<file path="config.mk">
export PLATFORM = sky130hd
export DESIGN_NAME = mem_sequencer
export DESIGN_NICKNAME = d
export VERILOG_FILES = /design/src/rtl/mem_seq_pkg.sv /design/src/rtl/bracket_scan.sv /design/src/rtl/mem_sequencer.sv
export SDC_FILE = /design/constraint.sdc
export NUM_CORES = 1
export LEC_CHECK = 0
export BUFFER_PORTS_ARGS = -buffer_cell sky130_fd_sc_hd__buf_2
export CAP_MARGIN = 15
export CORE_MARGIN = 2
export CORE_UTILIZATION = 55
export CTS_CLUSTER_DIAMETER = 80
export DETAILED_ROUTE_END_ITERATION = 6
export GPL_ROUTABILITY_DRIVEN = 0
export PLACE_DENSITY = 0.8
export SYNTH_ARGS = -nofsm -noshare
export SYNTH_HDL_FRONTEND = slang
export SYNTH_SLANG_ARGS = --single-unit
</file>
<file path="constraint.sdc">
create_clock -name clock -period 4.46 [get_ports clock]
set_input_delay 0.223 -clock clock [delete_from_list [all_inputs] [get_ports clock]]
set_output_delay 0.223 -clock clock [all_outputs]
set_load 0.1 [all_outputs]
</file>
<file path="src/rtl/mem_seq_pkg.sv">
// mem_seq_pkg: opcode constants, sequencer states and default widths for mem_sequencer
package mem_seq_pkg;
  localparam int ADDR_W_DEF = 16;
  localparam int DEPTH_W_DEF = 8;
  localparam logic [7:0] OP_HALT = 8'h00;
  localparam logic [7:0] OP_RIGHT = 8'h3E;
  localparam logic [7:0] OP_LEFT = 8'h3C;
  localparam logic [7:0] OP_INC = 8'h2B;
  localparam logic [7:0] OP_DEC = 8'h2D;
  localparam logic [7:0] OP_OPEN = 8'h5B;
  localparam logic [7:0] OP_CLOSE = 8'h5D;
  localparam logic [7:0] OP_OUT = 8'h2E;
  localparam logic [7:0] OP_IN = 8'h2C;
  typedef enum logic [3:0] {
    IDLE, FETCH, DECODE, TAPE_RD, TAPE_WR, SCAN_FETCH, SCAN, IO_OUT, IO_IN, HALT
  } state_t;
endpackage

</file>
<file path="src/rtl/bracket_scan.sv">
// bracket_scan: nesting-depth tracker for bracket scans; flags the matching bracket and depth overflow
module bracket_scan import mem_seq_pkg::*; #(
  parameter int DEPTH_W = DEPTH_W_DEF
) (
  input  logic       clock,
  input  logic       reset,
  input  logic       load,
  input  logic       step,
  input  logic       backward,
  input  logic [7:0] code,
  output logic       match,
  output logic       overflow
);
  logic [DEPTH_W-1:0] depth;
  logic opener, closer;
  // direction decides which bracket nests deeper and which one closes
  always_comb begin
    opener = code == (backward ? OP_CLOSE : OP_OPEN);
    closer = code == (backward ? OP_OPEN : OP_CLOSE);
    match = step && closer && depth == DEPTH_W'(1);
    overflow = step && opener && &depth;
  end
  // depth starts at 1 for the bracket that launched the scan
  always_ff @(posedge clock or posedge reset)
    if (reset) depth <= '0;
    else if (load) depth <= DEPTH_W'(1);
    else if (step && opener && !overflow) depth <= depth + 1'b1;
    else if (step && closer) depth <= depth - 1'b1;
endmodule

</file>
<file path="src/rtl/mem_sequencer.sv">
// mem_sequencer: bracket-language instruction sequencer over shared program/tape memory; byte I/O enabled by MEM_SEQ_IO_EN
module mem_sequencer import mem_seq_pkg::*; #(
  parameter int ADDR_W = ADDR_W_DEF,
  parameter int DEPTH_W = DEPTH_W_DEF
) (
  input  logic              clock,
  input  logic              reset,
  input  logic              run,
  output logic [ADDR_W-1:0] addr,
  output logic              progmem_fetch_low,
  output logic              tape_fetch,
  output logic              tape_writeback,
  output logic              pc_writeback,
  input  logic [15:0]       data_in,
  output logic [15:0]       data_out,
  output logic [7:0]        out_data,
  output logic              out_valid,
  input  logic              out_ready,
  input  logic [7:0]        in_data,
  input  logic              in_valid,
  output logic              in_ready,
  output logic              halted,
  output logic              error,
  output logic [ADDR_W-1:0] pc,
  output logic [ADDR_W-1:0] ptr
);
`ifdef MEM_SEQ_IO_EN
  localparam bit IO_EN = 1'b1;
`else
  localparam bit IO_EN = 1'b0;
`endif
  state_t state;
  logic [7:0] op, in_byte, code, wr_byte;
  logic [ADDR_W-1:0] pc_inc;
  logic backward, scan_start, start_wrap, scan_wrap, load, match, overflow;
  logic unused_hi;
  assign unused_hi = ^data_in[15:8];
  // instruction byte, scan direction and wrap detection at the address-space ends
  always_comb begin
    code = data_in[7:0];
    pc_inc = pc + 1'b1;
    backward = op == OP_CLOSE;
    scan_start = state == TAPE_WR && ((op == OP_OPEN && code == 8'h00) || (op == OP_CLOSE && code != 8'h00));
    start_wrap = backward ? pc == '0 : &pc;
    scan_wrap = backward ? addr == '0 : &addr;
    load = scan_start;
  end
  // write data: tape byte on tape writebacks, new pc on pc writebacks
  always_comb begin
    wr_byte = op == OP_IN ? in_byte : (op == OP_INC ? code + 8'd1 : code - 8'd1);
    data_out = tape_writeback ? {8'h00, wr_byte} : (pc_writeback ? 16'(pc) : 16'h0000);
  end
  bracket_scan #(.DEPTH_W(DEPTH_W)) u_scan (
    .clock(clock), .reset(reset), .load(load), .step(state == SCAN),
    .backward(backward), .code(code), .match(match), .overflow(overflow)
  );
  task automatic next_insn(input logic [ADDR_W-1:0] npc);
    pc <= npc;
    addr <= npc;
    pc_writeback <= 1'b1;
    progmem_fetch_low <= run;
    state <= run ? FETCH : IDLE;
  endtask
  // sequencer: strobes are single-cycle and registered alongside the state
  always_ff @(posedge clock or posedge reset) begin
    if (reset) begin
      state <= IDLE;
      pc <= '0;
      ptr <= '0;
      addr <= '0;
      op <= 8'h00;
      in_byte <= 8'h00;
      progmem_fetch_low <= 1'b0;
      tape_fetch <= 1'b0;
      tape_writeback <= 1'b0;
      pc_writeback <= 1'b0;
      out_data <= 8'h00;
      out_valid <= 1'b0;
      in_ready <= 1'b0;
      halted <= 1'b0;
      error <= 1'b0;
    end else begin
      progmem_fetch_low <= 1'b0;
      tape_fetch <= 1'b0;
      tape_writeback <= 1'b0;
      pc_writeback <= 1'b0;
      in_ready <= 1'b0;
      case (state)
        IDLE: if (run) begin
          state <= FETCH;
          addr <= pc;
          progmem_fetch_low <= 1'b1;
        end
        FETCH: state <= DECODE;
        DECODE: begin
          op <= code;
          if (code == OP_RIGHT || code == OP_LEFT) begin
            ptr <= code == OP_RIGHT ? ptr + 1'b1 : ptr - 1'b1;
            next_insn(pc_inc);
          end else if (code == OP_HALT) begin
            halted <= 1'b1;
            state <= HALT;
          end else if (code inside {OP_INC, OP_DEC, OP_OPEN, OP_CLOSE} || (IO_EN && code == OP_OUT)) begin
            tape_fetch <= 1'b1;
            addr <= ptr;
            state <= TAPE_RD;
          end else if (IO_EN && code == OP_IN) state <= IO_IN;
          else next_insn(pc_inc);
        end
        TAPE_RD: if (op == OP_OUT) state <= IO_OUT;
        else begin
          state <= TAPE_WR;
          tape_writeback <= op == OP_INC || op == OP_DEC;
        end
        TAPE_WR: if (scan_start && start_wrap) begin
          error <= 1'b1;
          state <= HALT;
        end else if (scan_start) begin
          addr <= backward ? pc - 1'b1 : pc_inc;
          progmem_fetch_low <= 1'b1;
          state <= SCAN_FETCH;
        end else next_insn(pc_inc);
        SCAN_FETCH: state <= SCAN;
        SCAN: if (overflow || (!match && scan_wrap)) begin
          error <= 1'b1;
          state <= HALT;
        end else if (match) next_insn(addr + 1'b1);
        else begin
          addr <= backward ? addr - 1'b1 : addr + 1'b1;
          progmem_fetch_low <= 1'b1;
          state <= SCAN_FETCH;
        end
        IO_OUT: if (!out_valid) begin
          out_data <= code;
          out_valid <= 1'b1;
        end else if (out_ready) begin
          out_valid <= 1'b0;
          next_insn(pc_inc);
        end
        IO_IN: if (in_valid) begin
          in_ready <= 1'b1;
          in_byte <= in_data;
          tape_writeback <= 1'b1;
          addr <= ptr;
          state <= TAPE_WR;
        end
        HALT: state <= HALT;
        default: state <= IDLE;
      endcase
    end
  end
endmodule
</file>
; Word level (Yosys, flattened, before mapping)
; Cells that the tools add are included.
[classes]
n_addsub = 10
n_eq_ne = 36
n_mux = 82
n_bitwise = 2
reduce_logical = 37
[op_table]
columns = op, count
row1 = $mux W16, 23
row2 = $pmux W16 S6, 1
row3 = $eq A8 B6 Y1 const B, 8
row4 = $pmux W16 S4, 1
row5 = $add A16 B1 Y16 const B, 3
row6 = $sub A16 B1 Y16 const B, 3
row7 = $mux W8, 5
row8 = $pmux W4 S10, 1
row9 = $mux W1, 33
row10 = $eq A8 B7 Y1 const B, 4
row11 = $logic_not A16 Y1, 2
row12 = $mux W4, 8
row13 = $reduce_and A16 Y1, 2
row14 = $ne A2 B2 Y1 const B, 9
row15 = $add A8 B1 Y8 const B, 2
row16 = $eq A4 B3 Y1 const B, 4
row17 = $eq A8 B8 Y1, 2
row18 = $reduce_and A8 Y1, 2
row19 = $sub A8 B1 Y8 const B, 2
row20 = $mux W3, 4
row21 = $logic_and A1 B1 Y1, 10
row22 = $reduce_and A9 Y1, 1
row23 = $eq A4 B2 Y1 const B, 2
row24 = $eq A4 B4 Y1 const B, 2
row25 = other kinds (21), 33
[totals]
ff_bits = 92

; Logic depth before layout (Yosys ltp)
[depth]
depth_word = 10
mapped_depth = 13
ltp_nobuf = 13

; Cells and area by module
; Synthesis repeated with hierarchy kept, for this count alone.
[hier_totals]
cells_unflattened = 919
hier_area_um2 = 7482.2
[modules_own_cells]
columns = mod, instances, cells_per_inst, area_per_inst_um2
row1 = mem_sequencer, 1, 833, 6756.5
row2 = bracket_scan, 1, 86, 725.7

; Worst setup path after synthesis
; OpenSTA, ideal clock, no wires.
[synth_path]
path_type = register to output
start = register op[4]
end = output port data_out[7]
arrival_ns = 4.452
slack_ns = -0.215
stages_incl_launch_ff = 14
path_buffers = 0
cell_sequence = dfrtp_1 > nor4b_1 > nand2_1 > nor2_1 > inv_1 > ha_1 > a21o_1 > a21oi_1 > o21bai_1 > a21oi_1 > o21bai_1 > a21oi_1 > xor2_1 > o21ai_0
[synth_via]
elab_chain_cells = 4
word_cells_on_any_way = 5
cone_classes = eq/ne (2) / mux (3)
[synth_rtl]
columns = element, line
row1 = from (decl), mem_sequencer.sv:33  ; logic [7:0] op, in_byte, code, wr_byte;
row2 = from (signal assigned), mem_sequencer.sv:96  ; op <= code;
row3 = $eq A8 B6 Y1, mem_sequencer.sv:50  ; wr_byte = op == OP_IN ? in_byte : (op == OP_INC ? code + 8'd1 : code - 8'd1);
row4 = $mux W8, mem_sequencer.sv:50
row5 = $mux W8 (*), mem_sequencer.sv:50
row6 = $mux W16 (*), mem_sequencer.sv:51  ; data_out = tape_writeback ? {8'h00, wr_byte} : (pc_writeback ? 16'(pc) : 16'h0000);
row7 = to (decl), mem_sequencer.sv:15  ; output logic [15:0] data_out,
; Mark *: on every way between the ends. The rest lies on a longest branch, timed or not.

; Worst setup path in the final report
; Same ends and word-level chain as after synthesis.

==> run_results.csv <==
group,metric,value,unit
clock_tree,cts_tree,"done",
critical_path,r2r_end,"addr[2]",
power_and_ir_drop,power.density,788,nW/um^2
critical_path,startpoint_type,"register",
synth,netlist.area_leader.share,31.6,%
route,ant_nets,0,
critical_path,worst-r2r-setup-slack,0.85,ns
synth,yosysSeqAreaShare,31.6,%
route,drc,0,
grt,grt_max_degree,70,
cells_and_area,post_route_cells_drive_above_1_share,16.7,%
timing,slew_headroom,28.0,%
timing,rsz0062_at_grt,"no",
status,status,"completed",
timing,drv_slew,0,
synth,synth.most_common_cell,"nand2_1",
critical_path,worstSetupEndpointType,"primary output",
cells_and_area,fin_area,8190,sq um
critical_path,cpPeakStageDelay,0.45,ns
timing,fmax,249,MHz
synth,synthTopCellsByCount,"129 x nand2_1, 92 x dfrtp_1, 84 x nor2_1",
floorplan,die_w,119,microns
critical_path,rr_worst_depth,8,
route,firstDrtPassIters,5,
placement,place_area,7890,sq um
cells_and_area,syn2layout_area_growth,12.3,%
critical_path,critPathBufInv,2,
timing,fin_crit,4.02,ns
critical_path,cp.depth,14,
floorplan,core_area,13100,sq um
route,wl_per_cell,18.1,microns
floorplan,die-height,119,microns
critical_path,crit_required,4.24,ns
synth,ys_warn_count,0,
timing,finalCritPeriodShare,90.2,%
clock_tree,cts.htree.levels,3,
grt,grt.total_usage,30.2,%
critical_path,crit_type,"reg2out",
critical_path,cpMaxStageDelayCell,"buf_2",
critical_path,crit_chain,"nor4b_1 -> nand2_1 -> nor2_1 -> inv_1 -> ha_1 -> a21o_1 -> a21oi_1 -> o21bai_1 -> a21oi_1 -> o21bai_1 -> a21oi_1 -> xor2_1 -> o21ai_1 -> buf_2",
grt,overflow,0,
synth,syn_avg_cell_area,7.95,sq um
power_and_ir_drop,p_leak,3.66,nW
clock_tree,cts_resized,0,
clock_tree,clock_sinks,92,
floorplan,fp-row-count,42,
synth,ys_seq_elements,92,
clock_tree,root_buffer,"clkbuf_16",
synth,yosys.area.top_type,"dfrtp_1",
timing,worst_slew_pin_slew,1.08,ns
synth,synth_top_cells_by_area,"dfrtp_1 32%, nand2_1 6.6%, ha_1 5.0%",
synth,synth_edf_count,0,
route,via_count,7254,
grt,grt_first_pass_wirelength,34200,microns
critical_path,r2r_start,"state[2]",
grt,antenna_found_initial,0,
clock_tree,cts_buffer_depth,2,
timing,tns,0,ns
cells_and_area,nFillCells,1210,
clock_tree,hold_buffers,0,
critical_path,arrival,3.80,ns
timing,hold_viol_final,0,
critical_path,crit_family,"compound AO/OA/AOI/OAI gates",
floorplan,die_area,14200,sq um
placement,preCtsSetupSlack,0.925,ns
route,vias_per_cell,6.22,
critical_path,startpoint,"op[4]",
flow_run,max_cap_viol_count,0,
placement,dp_hpwl,15200,microns
floorplan,start_util,55.7,%
clock_tree,path_clk_slew,0.08,ns
critical_path,crit_end,"data_out[7]",
critical_path,path_common_cell,"a21oi_1",
synth,synth.net_count,977,
synth,syn_inst,917,
synth,ys_async_sr_fraction,100,%
placement,io_buffers,100,
clock_tree,clkLatencyLatePin,0.36,ns
route,wirelength,21100,microns
clock_tree,post_cts_buffers,0,
timing,setup_violations,0,
power_and_ir_drop,vdd_drop_max,0.000440,V
synth,ys.flop_type,"dfrtp_1",
grt,grt_pass1_vias,6703,
worst_hold_path,worstHoldPathType,"in2async",
timing,worst_clock_skew,0.0132,ns
floorplan,pin_count,109,
synth,syn_area,7290,sq um
cells_and_area,nets,1045,
route,dr.first_iter.drc_count,795,
synth,synth_cell_types,77,
critical_path,critPathMaxFanout,7,
clock_tree,numCtsBuffers,9,
timing,layout_setup_ws,0.437,ns
==> per-layer routing <==
layer	share of wire (%)	track usage, %	wire [microns]	vias up
met5	0	0	0	-
met1	44	42.2	9180	3366
li1	-	-	-	3450
met2	44	45.8	9370	390
met3	9.3	5.70	1960	48
met4	2.7	12.9	578	0
==> worst min-delay path by stage <==
stage                           from    endpoint  slack [ns]  depth (start not counted)
after global routing      in_data[2]  in_byte[2]        0.09                          2
after global placement         reset  in_byte[5]        0.46                          2
after detailed placement  in_data[4]  in_byte[4]        0.46                          2
after floorplan           data_in[0]       op[0]        0.33                          2
after CTS                      reset  in_byte[2]        0.08                          2
final                          reset  in_byte[2]        0.05                          2
==> kinds of logic after synthesis <==
group / after synthesis / synth area share [%]
adders and majority gates: 31 / 5.53
AOI/OAI and AO/OA: 250 / 22.1
xor gates and xnor gates: 67 / 8.05
DFF: 92 / 31.6
muxes: 25 / 3.78
and+or+nand+nor: 375 / 24.6
buffers and inverters: 77 / 4.34
==> power breakdown <==
group          switching (mW)  internal [mW]
logic                    3.07           1.03
registers               0.478           1.08
clock network           0.386          0.399
total                    3.93           2.52
==> state kept, by name, summed over array words and instances, names as in the netlist <==
| signal | cells |
|---|---|
| u_scan.depth | 8 |
| tape_fetch | 1 |
| out_valid | 1 |
| state | 4 |
| halted | 1 |
| in_byte | 8 |
| op | 8 |
| progmem_fetch_low | 1 |
| ptr | 16 |
| error | 1 |
| pc | 16 |
| out_data | 8 |
| pc_writeback | 1 |
| addr | 16 |
| tape_writeback | 1 |
| in_ready | 1 |
==> through the flow <==
step	hold slack, ns	instances	util (%)	power (mW)
2_1_floorplan	0.328	917	-	4.83
3_3_place_gp	0.457	1150	60.3	5.55
3_5_place_dp	0.459	1150	60.3	5.60
4_1_cts	0.0781	1166	62.5	6.39
5_1_grt	0.0869	1166	62.5	6.78
6_report	0.0492	1167	62.6	6.45
==> cell type report <==
| type | count | area [sq um] | share of cell area, % |
|---|---|---|---|
| Clock buffer | 9 | 225 | 2.75 |
| Inverter | 22 | 87.6 | 1.07 |
| Antenna cell | 1 | 2.50 | 0.0306 |
| Multi-Input combinational cell | 748 | 4690 | 57.2 |
| Clock inverter | 7 | 72.6 | 0.886 |
| Timing Repair Buffer | 112 | 591 | 7.21 |
| Sequential cell | 92 | 2300 | 28.1 |
| Tap cell | 176 | 220 | 2.69 |
==> placed cells by master (no fill, tap or decap), drive strengths merged, types with 13 or more instances in the layout <==
cell	n
xor2	33
a21oi	57
dfrtp	92
mux2	20
and2	16
nor3	32
ha	29
nand2	129
nor2	85
xnor2	34
inv	27
o21ai	74
nand2b	13
nand3	29
o22ai	15
buf	112
No activity file was read; power rests on OpenSTA's default activity.
